`config.mk`:
```
export PLATFORM = sky130hd
export DESIGN_NAME = reservoir_scheduler
export DESIGN_NICKNAME = d
export VERILOG_FILES = /design/src/rtl/reservoir_pkg.sv /design/src/rtl/reservoir_popcount.sv /design/src/rtl/reservoir_scheduler.sv
export SDC_FILE = /design/constraint.sdc
export NUM_CORES = 1
export LEC_CHECK = 0
export CELL_PAD_IN_SITES_DETAIL_PLACEMENT = 2
export CELL_PAD_IN_SITES_GLOBAL_PLACEMENT = 2
export CORE_UTILIZATION = 34
export CTS_BUF_LIST = sky130_fd_sc_hd__clkbuf_4
export DETAILED_ROUTE_END_ITERATION = 8
export GPL_TIMING_DRIVEN = 0
export PLACE_DENSITY_LB_ADDON = 0.1
export SLEW_MARGIN = 20
export SYNTH_ARGS = -nofsm -noshare
export SYNTH_HDL_FRONTEND = slang
export SYNTH_SLANG_ARGS = --single-unit
```
`constraint.sdc`:
```
create_clock -name clock -period 3.7 [get_ports clock]
set_input_delay 0.74 -clock clock [delete_from_list [all_inputs] [get_ports clock]]
set_output_delay 0.74 -clock clock [all_outputs]
set_load 0.05 [all_outputs]
```
`src/rtl/reservoir_pkg.sv`:
```
// Shared types and default sizes for the reservoir scheduler.
package reservoir_pkg;

  localparam int RES_NUM_NEURONS = 16;
  localparam int RES_EXT_WIDTH   = 8;

  typedef enum logic [2:0] {
    S_IDLE,
    S_CLEAR,
    S_WAIT_IN,
    S_WRITE,
    S_SETTLE,
    S_CAPTURE,
    S_OUTPUT,
    S_DONE
  } res_sched_state_t;

endpackage

```
`src/rtl/reservoir_popcount.sv`:
```
// Combinational population count of a spike vector.
module reservoir_popcount #(
  parameter int WIDTH = 16,
  parameter int CNT_W = $clog2(WIDTH + 1)
) (
  input  logic [WIDTH-1:0] vec,
  output logic [CNT_W-1:0] count
);

  always_comb begin
    count = '0;
    for (int i = 0; i < WIDTH; i++) begin
      count = count + CNT_W'(vec[i]);
    end
  end

endmodule

```
`src/rtl/reservoir_scheduler.sv`:
```
// Sequences one reservoir crossbar through a multi-timestep sample.
// Optional spike counting is enabled by defining RESERVOIR_SPIKE_COUNT_EN.
module reservoir_scheduler
  import reservoir_pkg::*;
#(
  parameter int NUM_NEURONS   = RES_NUM_NEURONS,
  parameter int EXT_WIDTH     = RES_EXT_WIDTH,
  parameter int SETTLE_CYCLES = 4,
  parameter int NUM_TIMESTEPS = 32,
  parameter int TS_W          = 8
) (
  input  logic                   clock,
  input  logic                   reset,
  input  logic                   start,
  input  logic                   abort,
  input  logic                   in_valid,
  output logic                   in_ready,
  input  logic [EXT_WIDTH-1:0]   in_data,
  output logic [EXT_WIDTH-1:0]   res_ein,
  output logic [NUM_NEURONS-1:0] res_spikes_in,
  output logic                   res_write,
  output logic                   res_clear,
  input  logic [NUM_NEURONS-1:0] res_spike_record,
  output logic                   out_valid,
  input  logic                   out_ready,
  output logic [NUM_NEURONS-1:0] out_spikes,
  output logic [TS_W-1:0]        out_timestep,
  output logic                   out_last,
  output logic                   busy,
  output logic                   done
`ifdef RESERVOIR_SPIKE_COUNT_EN
  ,
  output logic [$clog2(NUM_NEURONS+1)-1:0] out_spike_count,
  output logic [15:0]                      sample_spike_total
`endif
);

  localparam logic [7:0]      SETTLE_LOAD = 8'(SETTLE_CYCLES - 1);
  localparam logic [TS_W-1:0] TS_LAST     = TS_W'(NUM_TIMESTEPS - 1);

  res_sched_state_t state_q, state_d;
  logic [7:0]       settle_cnt;
  logic [TS_W-1:0]  ts;

  always_ff @(posedge clock or negedge reset) begin
    if (!reset) state_q <= S_IDLE;
    else        state_q <= state_d;
  end

  always_comb begin
    state_d = state_q;
    unique case (state_q)
      S_IDLE:    if (start) state_d = S_CLEAR;
      S_CLEAR:   state_d = S_WAIT_IN;
      S_WAIT_IN: if (in_valid) state_d = S_WRITE;
      S_WRITE:   state_d = S_SETTLE;
      S_SETTLE:  if (settle_cnt == '0) state_d = S_CAPTURE;
      S_CAPTURE: state_d = S_OUTPUT;
      S_OUTPUT:  if (out_ready) state_d = out_last ? S_DONE : S_WAIT_IN;
      S_DONE:    state_d = S_IDLE;
      default:   state_d = S_IDLE;
    endcase
    if (abort) state_d = S_IDLE;
  end

  // Control strobes come straight off the state register.
  assign in_ready  = (state_q == S_WAIT_IN);
  assign res_write = (state_q == S_WRITE);
  assign res_clear = (state_q == S_CLEAR);
  assign out_valid = (state_q == S_OUTPUT);
  assign busy      = (state_q != S_IDLE);
  assign done      = (state_q == S_DONE);

  // Abort freezes the datapath so held crossbar inputs survive until the next CLEAR.
  always_ff @(posedge clock or negedge reset) begin
    if (!reset) begin
      res_ein       <= '0;
      res_spikes_in <= '0;
      out_spikes    <= '0;
      out_timestep  <= '0;
      out_last      <= 1'b0;
      settle_cnt    <= '0;
      ts            <= '0;
    end else if (!abort) begin
      case (state_q)
        S_CLEAR: begin
          res_spikes_in <= '0;
          ts            <= '0;
        end
        S_WAIT_IN: if (in_valid) res_ein <= in_data;
        S_WRITE:   settle_cnt <= SETTLE_LOAD;
        S_SETTLE:  if (settle_cnt != '0) settle_cnt <= settle_cnt - 8'd1;
        S_CAPTURE: begin
          res_spikes_in <= res_spike_record;
          out_spikes    <= res_spike_record;
          out_timestep  <= ts;
          out_last      <= (ts == TS_LAST);
        end
        S_OUTPUT:  if (out_ready && !out_last) ts <= ts + TS_W'(1);
        default: ;
      endcase
    end
  end

`ifdef RESERVOIR_SPIKE_COUNT_EN
  localparam int CNT_W = $clog2(NUM_NEURONS + 1);

  logic [CNT_W-1:0] record_count;

  function automatic logic [15:0] sat_add16(input logic [15:0] acc, input logic [CNT_W-1:0] inc);
    logic [16:0] sum;
    sum = {1'b0, acc} + 17'(inc);
    return sum[16] ? 16'hFFFF : sum[15:0];
  endfunction

  reservoir_popcount #(
    .WIDTH (NUM_NEURONS),
    .CNT_W (CNT_W)
  ) u_popcount (
    .vec   (res_spike_record),
    .count (record_count)
  );

  always_ff @(posedge clock or negedge reset) begin
    if (!reset) begin
      out_spike_count    <= '0;
      sample_spike_total <= '0;
    end else if (!abort) begin
      if (state_q == S_CLEAR) begin
        sample_spike_total <= '0;
      end else if (state_q == S_CAPTURE) begin
        out_spike_count    <= record_count;
        sample_spike_total <= sat_add16(sample_spike_total, record_count);
      end
    end
  end
`endif

endmodule

```
; ---- Yosys cells after proc, flatten, opt, wreduce, memory -nomap -nowiden
; Cells that the tools add are included.
[totals]
memories = 0
romBits = 0
mem_bits_rw = 0
latchBits = 0
register_bits = 68
output_inout_bits = 55
word_cells = 52
[classes]
shifts = 0
mux = 12
n_addsub = 2
multipliers = 0
bitwise_logic = 1
reduce_logical = 15
div_mod_pow = 0
order_cmp = 0
n_eq_ne = 14
[ops]
columns = operator, n
row1 = case mux 16 bit (2 select lines), 1
row2 = case mux 8 bit (2 select lines), 2
row3 = case mux 3 bit (8 select lines), 1
row4 = 2-to-1 mux 3 bit, 6
row5 = 2-to-1 mux 8 bit, 2
row6 = == test 3 bit (second input constant), 4
row7 = inequality test 3 bit (second input constant), 3
row8 = AND reduction 3 bit, 3
row9 = adder 8 x 1 -> 8 bit (second input constant), 1
row10 = == test 8 x 5 -> 1 bit (second input constant), 1
row11 = logical NOT 8 bit, 1
row12 = nonzero test 8 bit, 1
row13 = subtractor 8 x 1 -> 8 bit (second input constant), 1
row14 = == test 3 x 2 -> 1 bit (second input constant), 2
row15 = nonzero test 2 bit, 3
row16 = AND reduction 2 bit, 2
row17 = AND reduction 4 bit, 1
row18 = == test 3 x 1 -> 1 bit (second input constant), 1
row19 = logical NOT 3 bit, 1
row20 = inequality test 3 x 2 -> 1 bit (second input constant), 1
row21 = nonzero test 3 bit, 1
row22 = inequality test 2 x 1 -> 1 bit (second input constant), 1
row23 = inequality test 2 bit (second input constant), 1
row24 = logical AND 1 bit, 1
row25 = 2 further kinds, 2

; ---- Longest topological paths before layout
[depth]
word_depth = 4
ltp_mapped = 6
depth_no_buf = 6

; ---- Least setup slack after synthesis
; OpenSTA, ideal clock, no wires.
[synth_timing]
kind = register to output
startpoint = reg state_q[1]
endpoint = out res_clear
path_stages_with_launch = 3
path_slack_ps = 1188
arrival_ps = 1772
path_buffers = 1
cell_sequence = dfrtp_1 > buf_4 > nor3b_1
[synth_via]
elab_chain_cells = 1
[synth_lines]
columns = item, line
row1 = from (decl), reservoir_scheduler.sv:41  ; res_sched_state_t state_q, state_d;
row2 = from (signal assigned), reservoir_scheduler.sv:47  ; else state_q <= state_d;
row3 = == test 3 x 1 -> 1 bit, reservoir_scheduler.sv:69  ; assign res_clear = (state_q == S_CLEAR);
row4 = to (decl), reservoir_scheduler.sv:22  ; output logic res_clear,
; No other way between the ends.

; ---- Worst setup path after layout
[layout_timing]
startpoint = reg state_q[1]
endpoint = out res_write
[layout_via]
elab_chain_cells = 1
[layout_lines]
columns = item, line
row1 = == test 3 x 2 -> 1 bit, reservoir_scheduler.sv:68  ; assign res_write = (state_q == S_WRITE);
row2 = to (decl), reservoir_scheduler.sv:21  ; output logic res_write,
; No other way between the ends.

==> run summary <==
The run finished with clean final reports. After clock tree synthesis, the clock-pin slew on the worst setup and hold paths is 0.12 ns. Once placement completed, the tool counted placed cells totaling 425. In the synthesized netlist the dominant register cell turns out to be dfrtp_1.

Count of final max-slew check failures: 0. The proportion of register bits with asynchronous set or reset after synthesis is 1.00. The later-pin clock latency in the skew report came out at 0.42 ns. The signal on the critical path passes through buf_4 -> nand3b_1 -> inv_1 -> clkdlybuf4s50_1.

The detailed-route wire length per cell was 19.5 um; the count of antenna-violating nets left after detailed routing was 0. At the worst endpoint, the required time is 2.96 ns. The number of placement rows was 33. The run gives 2 as the largest buffer count on any clock path. The kind of cell with the highest combined delay along the critical path is buffers and inverters. The tools report the static leakage as 1.89 nW. Post-CTS timing repair inserted 0 buffers for setup.

During I/O placement, the number of pins put on the boundary was 85. The tools report the maximum clock rate as 0.334 GHz. The vertical extent of the die is 95.9 um, and the width of the die is 95.9 um. The die covers 9200 um2. The sequential share of the synthesized area came out at 0.567.

Hold timing on the final database bottoms out at a slack of 0.177 ns. The worst register-to-register path has a setup slack of 1.83 ns. The global-route congestion overflow total is 0, and the synthesized area is 3000 um2.

The final route contains 2342 vias. The critical path is of the flop to output port type. The logs give 42 for the number of DRC markers after the initial detailed-route iteration and 6380 um for the post-DP HPWL. The tools report the overall global routing resource usage as 0.203. The H-tree was split into 3 levels.

TritonCTS built the clock tree. The count of buffer and inverter cells on the critical path works out to 3. The first global-routing pass estimated 13700 um of wire.

The logs give 52 for the number of distinct library cells after synthesis and 0 for the number of antenna violations at the first check in global routing. The relative slew slack came out at 0.534. Dividing the synthesized area by the synthesized cell count gives 12.8 um2. The count of inserted antenna diode cells was 0; the count of input and output buffers was 84. Gates resized during post-CTS repair numbered 0. The worst register-to-register path ends at settle_cnt[4]. For the synthesized instance count, the log shows 235. Adding up every negative setup slack in the final design gives 0 ns. Clock tree synthesis selected as its root buffer the cell clkbuf_4. Type of the most critical hold path: input port to async pin.

The first detailed-routing pass took 4 iterations. Measured in cells, the most critical reg-to-reg path has a length of 6. Setup violations remaining at the end of the flow were counted as 0. Yosys printed 0 warnings. The count of cells in the finished layout, fillers not included, comes to 441. Entering global routing, the biggest net connects 52 pins. The number of enable-type register cells in the synthesized netlist works out to 0. The slowest cell on the critical path was clkdlybuf4s50_1. The critical path data arrival time came out at 2.25 ns.

The delay of the slowest cell on the worst path is 0.82 ns. The design draws 2.33 mW. The starting utilization of the core area was 0.358; the number of nets produced by synthesis was 268.

The layout-stage area growth over the synthesis result is 39.5%, and the power per unit of standard cell area is 558 nW/um2. For the area of the core region, the log shows 8380 um2. In the routed design, unresolved DRC markers number 0. Setup repair after global routing left no endpoint under its margin.

The total of hold buffers inserted after clock tree synthesis is 0. The final period demand of the worst path was 2.99 ns. Number of storage elements in the synthesis netlist: 68. Via count of the first global-routing pass: 2533.

In the final design database the tool counted 364 nets. The worst setup path is launched from a flop. The tools report the worst setup skew after layout as 0.0113 ns.

The part of the cycle the worst path needs is 0.809. The routed via count divided by cell count is 5.31. The number of hold-slack violations in the final timing report is 0.

The start of the worst register-to-register path is settle_cnt[0]. The run gives 0.266 mV as the maximum VDD drop. For this design, the sink count on the clock tree is 68. In this run the worst path has a maximum fanout of 10. TritonCTS created 9 clock buffers. After detailed routing, the total wire length is 8590 um. The number of maximum-capacitance constraint violations is 0. At the pin with the least slew margin, the transition time is 0.693 ns. The share of layout cells above drive strength 1 is 0.190. Sort of element at the end of the critical path: an output port. The run gives 0.742 as the routability congestion estimate.
logic make-up (layout without fill, tap and decap cells):
| family | after synthesis | after routing | synth area share |
|---|---|---|---|
| fa+ha+maj | 3 | 3 | 0.0125 |
| mux | 33 | 33 | 0.123 |
| xor+xnor | 1 | 1 | 0.00292 |
| buf+inv | 20 | 121 | 0.0321 |
| flops | 68 | 68 | 0.567 |
| simple gates | 53 | 53 | 0.123 |
| compound gates | 57 | 57 | 0.139 |
how the worst max path moves through the flow:
stage,from,end,cells after the start
6_report,state_q[1],res_write,4
2_1_floorplan,state_q[1],res_clear,2
3_3_place_gp,reset,out_timestep[2],1
3_5_place_dp,abort,res_spikes_in[12],6
5_1_grt,state_q[1],res_write,4
4_1_cts,state_q[1],in_ready,3
final cells by class:
cell class                      instances  area, um2
Clock inverter                          6        111
Multi-Input combinational cell        147       1200
Sequential cell                        68       1700
Tap cell                              105        131
Clock buffer                           10       75.1
Timing Repair Buffer                   85        866
Fill cell                             836       4200
Buffer                                  9       50.0
Inverter                               11       46.3
metal layers:
metal	part of all wire	vias up	wire [um]	GRT usage
li1	-	1064	-	-
met1	0.43	1201	3700	0.241
met2	0.50	64	4250	0.349
met3	0.057	13	491	0.0561
met4	0.016	0	140	0.0771
met5	0	-	0	0
synthesized netlist by cell type, types with 2 or more instances:
cell type  number  area share
dfrtp_1        68        0.57
mux2_2         26       0.098
a22o_1         16       0.047
o21ai_0        12       0.020
inv_1           9       0.011
nor2_1          9       0.011
a21oi_1         8       0.013
nand2_1         7      0.0088
mux2_1          6       0.023
buf_2           4      0.0067
nand2b_1        4      0.0083
nor3_1          4      0.0067
and3_1          3      0.0063
buf_4           3      0.0075
ha_1            3       0.013
nand3_1         3      0.0050
or3_1           3      0.0063
a21o_1          2      0.0050
a311oi_1        2      0.0058
a31oi_1         2      0.0042
clkbuf_1        2      0.0025
nand3_4         2       0.012
nand3b_1        2      0.0050
nor3b_1         2      0.0050
nor3b_2         2      0.0083
o21ai_1         2      0.0033
o22ai_1         2      0.0042
o31ai_1         2      0.0050
or4_1           2      0.0050
cell usage in the layout (no fill, tap or decap), types with 3 or more instances in the layout:
master,synthesis,final
a21oi_1,8,8
mux2_2,26,26
and3_1,3,3
ha_1,3,3
nand3_1,3,3
a22o_1,16,16
mux2_1,6,6
nand2_1,7,7
dfrtp_1,68,68
or3_1,3,3
nor3_1,4,4
nor2_1,9,9
buf_2,4,4
clkbuf_4,0,10
inv_1,9,9
clkdlybuf4s50_1,0,83
o21ai_0,12,12
buf_4,3,4
nand2b_1,4,4
bufinv_16,0,3
report_power, final:
part	switching [mW]	internal [mW]	total (mW)	leakage (nW)
logic	0.476	0.284	0.760	0.877
registers	0.0880	0.853	0.941	0.916
clock network	0.282	0.351	0.633	0.0970
total	0.846	1.49	2.33	1.89
per-stage QoR:
stage / instance area [um2] / util / worst slack [ns]
floorplan: 3000 / - / 1.19
global placement: 3970 / 0.474 / -0.587
detailed placement: 4000 / 0.477 / 0.913
CTS: 4180 / 0.499 / 0.677
global route: 4180 / 0.499 / 0.595
finish: 4180 / 0.499 / 0.706
sequential cells by signal, indices dropped and copies added (netlist names):
name and flops:
out_last 1, out_spikes 16, out_timestep 8, res_ein 8, res_spikes_in 16, settle_cnt 8, state_q 3, ts 8
Note: power is estimated with default switching activity, not from simulation.
